`src/rtl/cim_seq_ctrl.sv`:
```
// CIM array sequencer: SET -> COMP -> INBIT -> WAIT -> READ(ROWS rows) -> DONE, started by a cal_b rising edge.
// Optional macro CIM_MULTIBIT_INPUT_EN repeats COMP/INBIT/WAIT for 4 input bits before readout.
module cim_seq_ctrl #(
    parameter int ROWS   = 16,
    parameter int WAIT_W = 4
) (
    input  logic              clk,
    input  logic              rst,
    input  logic              cal_b,
    input  logic              epol,
    input  logic              eact,
    input  logic [WAIT_W-1:0] wait_cyc,
    output logic              set_o,
    output logic              comp_o,
    output logic              inbit_o,
    output logic [1:0]        inbit_idx,
    output logic              read,
    output logic [3:0]        cim_a,
    output logic              pol_o,
    output logic              act_o,
    output logic              busy,
    output logic              done
);

`ifdef CIM_MULTIBIT_INPUT_EN
    localparam bit MULTI = 1'b1;
`else
    localparam bit MULTI = 1'b0;
`endif

    localparam logic [3:0] LAST_ROW = 4'(ROWS - 1);

    typedef enum logic [2:0] {
        S_IDLE, S_SET, S_COMP, S_INBIT, S_WAIT, S_READ, S_DONE
    } state_t;

    state_t            state, state_d;
    logic              cal_q, armed, go;
    logic [WAIT_W-1:0] wlen, wlast, wcnt, wcnt_d;
    logic [3:0]        row, row_d;
    logic [1:0]        idx, idx_d;

    // armed stays low after reset until cal_b is seen low, so a level held
    // through reset cannot masquerade as a fresh rising edge.
    assign go    = (state == S_IDLE) && cal_b && !cal_q && armed;
    assign wlast = (wlen == '0) ? '0 : wlen - WAIT_W'(1);

    always_comb begin
        state_d = state;
        wcnt_d  = wcnt;
        row_d   = row;
        idx_d   = idx;
        case (state)
            S_IDLE:  if (go) state_d = S_SET;
            S_SET:   state_d = S_COMP;
            S_COMP:  state_d = S_INBIT;
            S_INBIT: begin
                state_d = S_WAIT;
                wcnt_d  = '0;
            end
            S_WAIT: begin
                if (wcnt >= wlast) begin
                    if (MULTI && idx != 2'd3) begin
                        state_d = S_COMP;
                        idx_d   = idx + 2'd1;
                    end else begin
                        state_d = S_READ;
                        row_d   = '0;
                    end
                end else begin
                    wcnt_d = wcnt + WAIT_W'(1);
                end
            end
            S_READ: begin
                if (row == LAST_ROW) state_d = S_DONE;
                else                 row_d   = row + 4'd1;
            end
            S_DONE:  state_d = S_IDLE;
            default: state_d = S_IDLE;
        endcase
        // Abort: DONE is exempt so a completed run still returns cleanly.
        if (!cal_b && state != S_IDLE && state != S_DONE) state_d = S_IDLE;
        if (state_d == S_IDLE) idx_d = '0;
    end

    always_ff @(posedge clk or posedge rst) begin
        if (rst) begin
            state <= S_IDLE;
            cal_q <= 1'b0;
            armed <= 1'b0;
            wlen  <= '0;
            wcnt  <= '0;
            row   <= '0;
            idx   <= '0;
        end else begin
            state <= state_d;
            cal_q <= cal_b;
            armed <= armed | ~cal_b;
            wcnt  <= wcnt_d;
            row   <= row_d;
            idx   <= idx_d;
            if (go) wlen <= wait_cyc;
        end
    end

    // Outputs are decoded from the next state so each strobe lines up with its state.
    always_ff @(posedge clk or posedge rst) begin
        if (rst) begin
            set_o     <= 1'b0;
            comp_o    <= 1'b0;
            inbit_o   <= 1'b0;
            inbit_idx <= '0;
            read      <= 1'b0;
            cim_a     <= '0;
            pol_o     <= 1'b0;
            act_o     <= 1'b0;
            busy      <= 1'b0;
            done      <= 1'b0;
        end else begin
            set_o     <= (state_d == S_SET);
            comp_o    <= (state_d == S_COMP);
            inbit_o   <= (state_d == S_INBIT);
            inbit_idx <= idx_d;
            read      <= (state_d == S_READ);
            cim_a     <= (state_d == S_READ) ? row_d : 4'd0;
            busy      <= (state_d != S_IDLE);
            done      <= (state_d == S_DONE);
            if (go) begin
                pol_o <= epol;
                act_o <= eact;
            end
        end
    end

endmodule

```
`config.mk`:
```
export PLATFORM = sky130hd
export DESIGN_NAME = cim_seq_ctrl
export DESIGN_NICKNAME = d
export VERILOG_FILES = /design/src/rtl/cim_seq_ctrl.sv
export SDC_FILE = /design/constraint.sdc
export NUM_CORES = 1
export LEC_CHECK = 0
export ABC_CLOCK_PERIOD_IN_PS = 5750
export BUFFER_PORTS_ARGS = -buffer_cell sky130_fd_sc_hd__buf_4
export CORE_UTILIZATION = 45
export DETAILED_ROUTE_END_ITERATION = 8
export MAX_ROUTING_LAYER = met4
export PLACE_DENSITY_LB_ADDON = 0.25
export SLEW_MARGIN = 20
export SYNTH_ARGS = -nofsm -noshare
export SYNTH_HDL_FRONTEND = slang
export SYNTH_SLANG_ARGS = --single-unit
export TNS_END_PERCENT = 10
```
`constraint.sdc`:
```
create_clock -name clk -period 5.75 [get_ports clk]
set_input_delay 1.15 -clock clk [delete_from_list [all_inputs] [get_ports clk]]
set_output_delay 1.15 -clock clk [all_outputs]
set_load 0.02 [all_outputs]
```
* Word level (Yosys, flattened, before mapping) *
Index checks and enable logic that the tools add are counted.

word-level totals
  input bits = 9
  latch bits = 0
  register bits after elaboration = 29
  word-level logic and storage cells = 59
  ROM bits = 0
  bits in writable memories = 0
  memories kept = 0
  output and inout bits = 14

cells by class
  div/mod/pow operators = 0
  shift operators = 0
  reduce and logical (&&, ||, !) cells = 13
  add/sub/neg operators = 3
  eq/ne operators = 13
  bitwise operators = 2
  mux-type cells = 12
  multipliers = 0
  $lt $le $gt $ge = 1

operator list
  cell                                                                    number
  4-bit two-way mux                                                       5
  3-bit case mux with 6 select lines                                      1
  4-bit case mux with 2 select lines                                      2
  3-bit by 2-bit equality test with 1-bit output (second input constant)  4
  3-bit equality test (second input constant)                             4
  3-bit two-way mux                                                       4
  4-bit by 1-bit adder with 4-bit output (second input constant)          2
  3-bit by 1-bit equality test with 1-bit output (second input constant)  2
  3-bit nonzero test                                                      2
  1-bit logical AND                                                       5
  4-bit equality test (second input constant)                             1
  4-bit greater-or-equal comparator                                       1
  4-bit logical NOT                                                       1
  4-bit by 1-bit subtractor with 4-bit output (second input constant)     1
  3-bit logical NOT                                                       1
  3-bit inequality test (second input constant)                           1
  1-bit logical NOT                                                       2
  2-bit inequality test (second input constant)                           1
  2-bit AND reduction                                                     1
  2-bit nonzero test                                                      1
  1-bit NOT                                                               1
  1-bit bitwise OR                                                        1

* Logic depth before layout (Yosys ltp) *
Gate-level depths: netlist of the first run.

  word-level depth = 9
  gate-level depth with buffers = 9
  gate-level depth less buffers = 9

* Least setup slack after synthesis of the first run *
No wires, ideal clock.

  path type = flip-flop to flip-flop
  from = register wlen[1]
  to = register wcnt[3]
  setup time = 129 ps
  setup slack = 3603 ps
  cell stages (with the launch flop) = 10
  path buffers = 0
  period minus slack after synthesis = 2147 ps
  arrival = 2018 ps
  data required time = 5621 ps
  cell sequence = dfrtp_1 > or2_2 > nor3b_1 > a21oi_1 > ha_1 > a21o_1 > a21oi_2 > nand3_1 > o211ai_1 > o31ai_1

on the way
  word-level cells in the longest chain between the ends = 5
  elaborated cells between the ends (all ways) = 6
  classes of those cells = add/sub: 1; order compare: 1; eq/ne: 1; mux: 1; reduce/logical: 2

RTL lines
  item                                                                              RTL line  source
  from (decl)                                                                       39        logic [WAIT_W-1:0] wlen, wlast, wcnt, wcnt_d;
  from (signal assigned)                                                            102       if (go) wlen <= wait_cyc;
  4-bit by 1-bit subtractor with 4-bit output or 4-bit logical NOT (tied branches)  46        assign wlast = (wlen == '0) ? '0 : wlen - WAIT_W'(1);
  4-bit two-way mux (*)                                                             46
  4-bit greater-or-equal comparator (*)                                             62        if (wcnt >= wlast) begin
  2-bit inequality test (no line) (*)                                               n/a
  2-bit AND reduction (no line) (*)                                                 n/a
  to (signal assigned)                                                              99        wcnt <= wcnt_d;
  to (decl)                                                                         39

Every way passes the cells marked *; elsewhere a longest branch is shown, timed or not.
A chain may end at the register's enable or synchronous reset.

* Final worst setup path of the first run *
  from = register wlen[1]
  to = register cim_a[3]

on the way
  word-level cells in the longest chain between the ends = 8
  elaborated cells between the ends (all ways) = 11
  classes of those cells = add/sub: 1; order compare: 1; eq/ne: 1; mux: 7; reduce/logical: 1

RTL lines
  item                                                                              RTL line  source
  4-bit by 1-bit subtractor with 4-bit output or 4-bit logical NOT (tied branches)  46
  4-bit two-way mux (*)                                                             46
  4-bit greater-or-equal comparator (*)                                             62
  3-bit two-way mux                                                                 62
  3-bit case mux with 6 select lines                                                53        case (state)
  3-bit two-way mux                                                                 82        if (!cal_b && state != S_IDLE && state != S_DONE) state_d = S_IDLE;
  3-bit equality test                                                               125       cim_a <= (state_d == S_READ) ? row_d : 4'd0;
  4-bit two-way mux (*)                                                             125
  to (signal assigned)                                                              125
  to (decl)                                                                         18        output logic [3:0] cim_a,

Marked as above.

==> results of run 1 <==
[per-stage QoR]
| stage | utilization | hold slack [ps] | area [um^2] |
|---|---|---|---|
| final | 0.548 | 488 | 1690 |
| after global routing | 0.548 | 514 | 1690 |
| after CTS | 0.548 | 493 | 1690 |
| after detailed placement | 0.530 | 470 | 1630 |
| after global placement | 0.530 | 463 | 1630 |
| after floorplan | - | 448 | 1480 |
[critical path, stage by stage, from the launching register on]
cell and delay (ps):
dfrtp_1 420, or2_2 340, nor3b_1 240, a21oi_1 90, ha_1 300, o2111ai_1 220
a21boi_2 290, o221ai_2 190, a311oi_1 280
[where the power goes]
part	internal, mW	switching, mW	total (mW)	leakage [nW]
sequential	0.248	0.0575	0.305	0.381
clock	0.0460	0.0740	0.120	0.0310
combinational	0.100	0.130	0.230	0.416
[cell usage in the layout (no fill, tap or decap), types with 2 or more instances in the layout]
cell type | Yosys | routed
nand3_1 | 5 | 5
clkinv_2 | 0 | 2
o21ai_1 | 2 | 2
nor2_1 | 7 | 7
buf_4 | 3 | 20
a31oi_1 | 2 | 2
nor3_1 | 2 | 2
a21oi_1 | 6 | 6
nor2b_1 | 3 | 3
nand2b_4 | 2 | 2
ha_1 | 6 | 6
nand2_2 | 2 | 2
inv_1 | 5 | 4
nand2_1 | 28 | 28
o21ai_0 | 4 | 4
nand4_1 | 2 | 2
o31ai_1 | 2 | 2
nor3b_1 | 3 | 3
or2_2 | 2 | 2
o211ai_1 | 2 | 2
conb_1 | 1 | 2
clkbuf_4 | 0 | 5
dfrtp_1 | 29 | 29
nand3b_1 | 3 | 3
[sequential cells by signal, indices dropped and copies added, names as in the netlist, 3 cells and up]
name,count
cim_a,4
row,4
wcnt,4
wlen,4
state,3
[cell families (layout without fill, tap and decap cells)]
family / after synthesis / in the layout / share of synthesized area
simple gates: 69 / 69 / 0.256
flops: 29 / 29 / 0.491
compound gates: 27 / 27 / 0.126
buf+inv: 13 / 34 / 0.0610
fa+ha+maj: 6 / 6 / 0.0508
other cells: 1 / 2 / 0.00254
xor+xnor: 1 / 1 / 0.00593
mux: 1 / 1 / 0.00677
[final timing paths]
path                            cells after the start  slack [ps]       end  startpoint
worst max-delay path                                8        3260  cim_a[3]     wlen[1]
worst min-delay path                                2         490     act_o       act_o
worst max register to register                      8        3260  cim_a[3]     wlen[1]
worst min register to register                      2         490     act_o       act_o
max in group asynchronous                           2        4460   wcnt[0]         rst
min in group asynchronous                           2         880     armed         rst
[routing by layer]
| metal | share of wire | GRT usage | vias to the layer above |
|---|---|---|---|
| met5 | 0 | - | - |
| met2 | 0.48 | 0.254 | 21 |
| met1 | 0.47 | 0.221 | 510 |
| met3 | 0.035 | 0.0524 | 4 |
| met4 | 0.014 | 0.0918 | 0 |
| li1 | - | - | 548 |
[final cells by class]
cell class	count	share of cell area
clock buffer	5	0.0223
multi-input combinational	106	0.395
sequential	29	0.430
tap	44	0.0326
timing repair buffer	20	0.0890
inverter	6	0.0208
clock inverter	3	0.0104
==> results by group, run 1 <==
Layout
  – Fill count: between 200 and 300
  – Layout Cells excl Fill: about 210
  – Area of the multi-input gates: 666 um^2
  – Area Growth Syn to Fin: 14.1%
  – Total Nets Final: 183
  – Storage element area: a little over 700 um^2
  – Proportion of layout cells with a drive suffix above 1: 0.260
  – Inserted Diodes: 0

Yosys
  – Top post-synthesis cells by area: dfrtp_1 49%, nand2_1 7.1%, ha_1 5.1%
  – Ys Warns: 0
  – Sequential area share after synthesis: 0.491
  – Most used flip-flop cell after synthesis: dfrtp_1
  – Synthesized flop and latch total: 29
  – Asr flop ratio synth: 1.00
  – Number of synthesized flops with an enable pin: 0
  – Cell area after synthesis: between 1000 and 1500 um^2
  – Synth area leader: dfrtp_1
  – Most frequent cell after synthesis: dfrtp_1
  – Avg Cell Area, Syn: 10.1 um^2
  – Yosys cell types: 46
  – Commonest cells in the netlist: 29 x dfrtp_1, 28 x nand2_1, 7 x nor2_1, 6 x a21oi_1, 6 x ha_1
  – Synthesized instance count: ~150
  – Synth top area share: 0.491

Run
  – Max-cap violations: 0

Floorplanning
  – IO Pins: 23
  – Rows: 20
  – DIE AREA: 3520 um^2
  – Starting Density: 0.480
  – Die Span X: about 59 um
  – Core Area: about 3000 um^2
  – Die Y: 59.3 um

CTS
  – CTS Hold Bufs: 0
  – TritonCTS buffer count: 5
  – Worst-path clk slew: around 90 ps
  – Worst-Skew Late Latency: about 330 ps
  – Root buf cell: clkbuf_4
  – PostCTS Resize Cnt: 0
  – CTS max path bufs: 2
  – CTS tree: yes
  – Post-CTS Setup Inserts: 0
  – Clk sinks: 29
  – H-Tree Depth: 2

Hold path
  – HP Class: reg2reg

Critical path
  – Required time worst endpoint: just under 6000 ps
  – Setup crit end kind: register
  – Type of origin of the critical path: register
  – Worst Path Max Fanout: 5
  – CP Class: reg2reg
  – Critical Path AT: 2710 ps

Status
  – Status: finished clean

Detailed routing
  – Iter 0 DRT Violations: 26
  – Average wire per standard cell: about 12 um
  – Drt pass-1 iters: 4
  – Post-Route WL: 2.63 mm
  – DR DRC count: 0
  – Via count: roughly 1,100
  – DRT antenna net count: 0
  – Via density per instance: around 5.1

Global routing
  – Initial antenna violation count: 0
  – All-layer global routing usage: 0.176
  – GR Overflow Total: 0
  – First-pass GRT wire length: approximately 4.3 mm
  – Largest net degree at the start of global routing: 30
  – Vias in the first global route: roughly 1,000

STA
  – Unrepaired setup endpoints after global routing: false
  – Worst-Margin Slew: 603 ps
  – Final clock skew: 9.13 ps
  – Final WS setup: between 3000 and 4000 ps
  – Slew Limit Fails: 0
  – Final Critical Period: approximately 2500 ps
  – Final Hold Viols: 0
  – Final Cycle Share: 0.433
  – Highest clock rate: 0.402 GHz
  – Final TNS setup: 0 ps
  – Final setup violation count: 0
  – Rel. slew slack: 0.597

Pwr
  – LEAKAGE: 0.829 nW
  – Worst IR Drop VDD: 0.000220 V
  – Total Power: around 660 uW
  – Pwr per Cell Area: between 300 and 400 nW/um^2

Placed design
  – Placer congestion estimate: about 0.84
  – Hpwl dp: about 1.9 mm
  – Dpl cells: 205
  – Buffers added on ports: 20
  – Setup WS pre-CTS: about 3400 ps
(Power assumes the default switching activity.)
==> inputs of run 2 (changes only) <==
--- a/config.mk
+++ b/config.mk
@@ -5,7 +5,7 @@
 export SDC_FILE = /design/constraint.sdc
 export NUM_CORES = 1
 export LEC_CHECK = 0
-export ABC_CLOCK_PERIOD_IN_PS = 5750
+export ABC_CLOCK_PERIOD_IN_PS = 2600
 export BUFFER_PORTS_ARGS = -buffer_cell sky130_fd_sc_hd__buf_4
 export CORE_UTILIZATION = 45
 export DETAILED_ROUTE_END_ITERATION = 8
==> constraint.sdc (replaced) <==
create_clock -name clk -period 2.6 [get_ports clk]
set_input_delay 0.52 -clock clk [delete_from_list [all_inputs] [get_ports clk]]
set_output_delay 0.52 -clock clk [all_outputs]
set_load 0.02 [all_outputs]
==> run 2 against run 1 <==
Effect of this change: sequential power increased by 120%; cell count up 0.47%; clock power up 120%; critical endpoint unchanged; largest power group unchanged.
==> results by group, run 2 (same netlist as run 1, synthesis figures left out) <==
Pwr
  – Worst IR Drop VDD: 0.000481 V (+120%)
  – Clock share of power: 0.180 (-0.003)
  – Total Power: 1.45 mW (+120%)
  – Combinational share of power: 0.354 (+0.003)
  – LEAKAGE: 0.830 nW (+0.18%)
  – Sw Share: 0.392 (-0.00637)
  – Flop pwr share: 0.467 (about the same)
  – Internal: 878 uW (+120%)
  – Pwr per Cell Area: 856 nW/um^2 (+120%)
  – Sw power: 567 uW (+120%)

Critical path
  – Critical Path AT: 2570 ps (-140 ps)
  – Required time worst endpoint: 2810 ps (-3160 ps)
  – Worst Path Max Fanout: 5 (unchanged)
  – Critical path cell sequence: or2_2, nor3b_1, a21oi_1, ha_1, a21o_1, a21oi_2, a21boi_2, o221ai_2, a311oi_1
  – CP Class: reg2reg
  – Type of origin of the critical path: register
  – CP max stage delay: 430 ps (about the same)
  – Worst path bufs/invs: 0 (unchanged)
  – Family with the most delay on the worst path: compound AO/OA/AOI/OAI gates
  – Setup crit end kind: register
  – CP max stage cell: dfrtp_1

Detailed routing
  – Via count: 1,119 (+3.3%)
  – Average wire per standard cell: 12.5 um (+1.4%)
  – DR DRC count: 0 (unchanged)
  – Via density per instance: 5.23 (+2.8%)
  – DRT antenna net count: 0 (unchanged)
  – Iter 0 DRT Violations: 31 (+19%)
  – Drt pass-1 iters: 4 (unchanged)
  – Post-Route WL: 2.68 mm (+1.8%)

Global routing
  – Largest net degree at the start of global routing: 30 (unchanged)
  – First-pass GRT wire length: 4.42 mm (+2.4%)
  – Initial antenna violation count: 0 (unchanged)
  – All-layer global routing usage: 0.185 (+0.00899)
  – GR Overflow Total: 0 (unchanged)
  – Vias in the first global route: 1,062 (+5.7%)

Layout
  – Proportion of layout cells with a drive suffix above 1: 0.241 (-0.0192)
  – Most common cell after layout, fill and taps aside: dfrtp_1
  – Storage element area: 726 um^2 (unchanged)
  – Area of the multi-input gates: 666 um^2 (unchanged)
  – Area Growth Syn to Fin: 14.2% (about the same)
  – Fill count: 286 (-2.1%)
  – Commonest non-fill, non-tap cells in the layout: 29 x dfrtp_1, 28 x nand2_1, 21 x buf_4, 7 x nor2_1
  – Final Util: 0.548 (about the same)
  – Inserted Diodes: 0 (unchanged)
  – Total Nets Final: 184 (+0.55%)

STA
  – Highest clock rate: 0.422 GHz (+5.1%)
  – Slew Limit Fails: 0 (unchanged)
  – Final Critical Period: 2370 ps (-121 ps)
  – Final clock skew: 7.35 ps (-1.77 ps)
  – Final Cycle Share: 0.911 (+0.478)
  – Final Hold Viols: 0 (unchanged)
  – Final WS setup: 232 ps (-3030 ps)
  – Unrepaired setup endpoints after global routing: false
  – Final setup violation count: 0 (unchanged)
  – Final TNS setup: 0 ps (unchanged)

CTS
  – Worst-path clk slew: 90 ps (about the same)
  – Root buf cell: clkbuf_4
  – CTS max path bufs: 2 (unchanged)
  – Worst-Skew Late Latency: 340 ps (about the same)
  – Clk sinks: 29 (unchanged)
  – Post-CTS Setup Inserts: 0 (unchanged)
  – CTS Hold Bufs: 0 (unchanged)
  – H-Tree Depth: 2 (unchanged)
  – PostCTS Resize Cnt: 0 (unchanged)
  – TritonCTS buffer count: 5 (unchanged)
  – CTS tree: yes

Floorplanning
  – Rows: 20 (unchanged)
  – Core Area: 3080 um^2 (unchanged)
  – Die Y: 59.3 um (unchanged)
  – Die Span X: 59.3 um (unchanged)
  – Starting Density: 0.480 (unchanged)
  – IO Pins: 23 (unchanged)
  – DIE AREA: 3520 um^2 (unchanged)

Placed design
  – Setup WS pre-CTS: 265 ps (-3090 ps)
  – Placer congestion estimate: 0.828 (-2.0%)
  – Buffers added on ports: 20 (unchanged)
  – Hpwl dp: 1.94 mm (+2.2%)

Run
  – Max-cap violations: 0 (unchanged)

Hold path
  – HP Class: in2async

Status
  – Status: finished clean
## run 2: cell count changes in the layout (fill, tap and decap cells not counted), sizes merged
cell / before / now
buf: 20 / 21
clkinvlp: 1 / 0
clkbuf: 5 / 8
clkinv: 3 / 1
## run 2: per-layer routing
metal | vias up | routed length [um] | track usage
met5 | - | 0 | -
met4 | 0 | 91 | 0.133
met3 | 10 | 118 | 0.0524
met2 | 29 | 1260 | 0.276
met1 | 535 | 1210 | 0.211
li1 | 545 | - | -
## run 2: per-stage QoR
stage / instances / instance area [um^2] / hold slack, ps
after floorplan: 148 / 1480 / 448
after global placement: 206 / 1640 / 462
after detailed placement: 206 / 1640 / 472
after CTS: 214 / 1690 / 244
after global routing: 214 / 1690 / 271
final: 214 / 1690 / 233
## run 2: area by class of cell
type | instances | area share
clock buffers | 8 | 0.0289
inverters | 6 | 0.0208
multi-input cells | 106 | 0.394
flip-flops and latches | 29 | 0.430
well taps | 44 | 0.0326
repair buffers | 21 | 0.0934
## run 2: power by group through the flow
stage	registers [mW]	logic [mW]	clock network, mW
2_1_floorplan	0.669	0.390	0
3_3_place_gp	0.674	0.492	0
3_5_place_dp	0.679	0.517	0
4_1_cts	0.671	0.517	0.272
5_1_grt	0.687	0.582	0.291
6_report	0.675	0.511	0.260
## run 2: worst paths after layout
check                             from        to  slack [ps]  cells past startpoint
max                            wlen[1]  cim_a[3]         230                      9
min                                rst     armed         230                      3
max reg2reg                    wlen[1]  cim_a[3]         230                      9
min reg2reg                      act_o     act_o         480                      2
max in group asynchronous          rst    row[2]        2090                      3
min in group clk           wait_cyc[1]   wlen[1]         360                      3
## run 2: worst register-to-register path, stage by stage, from the launching register on
cell	delay [ps]
dfrtp_1	430
or2_2	340
nor3b_1	200
a21oi_1	70
ha_1	300
a21o_1	170
a21oi_2	210
a21boi_2	110
o221ai_2	310
a311oi_1	80
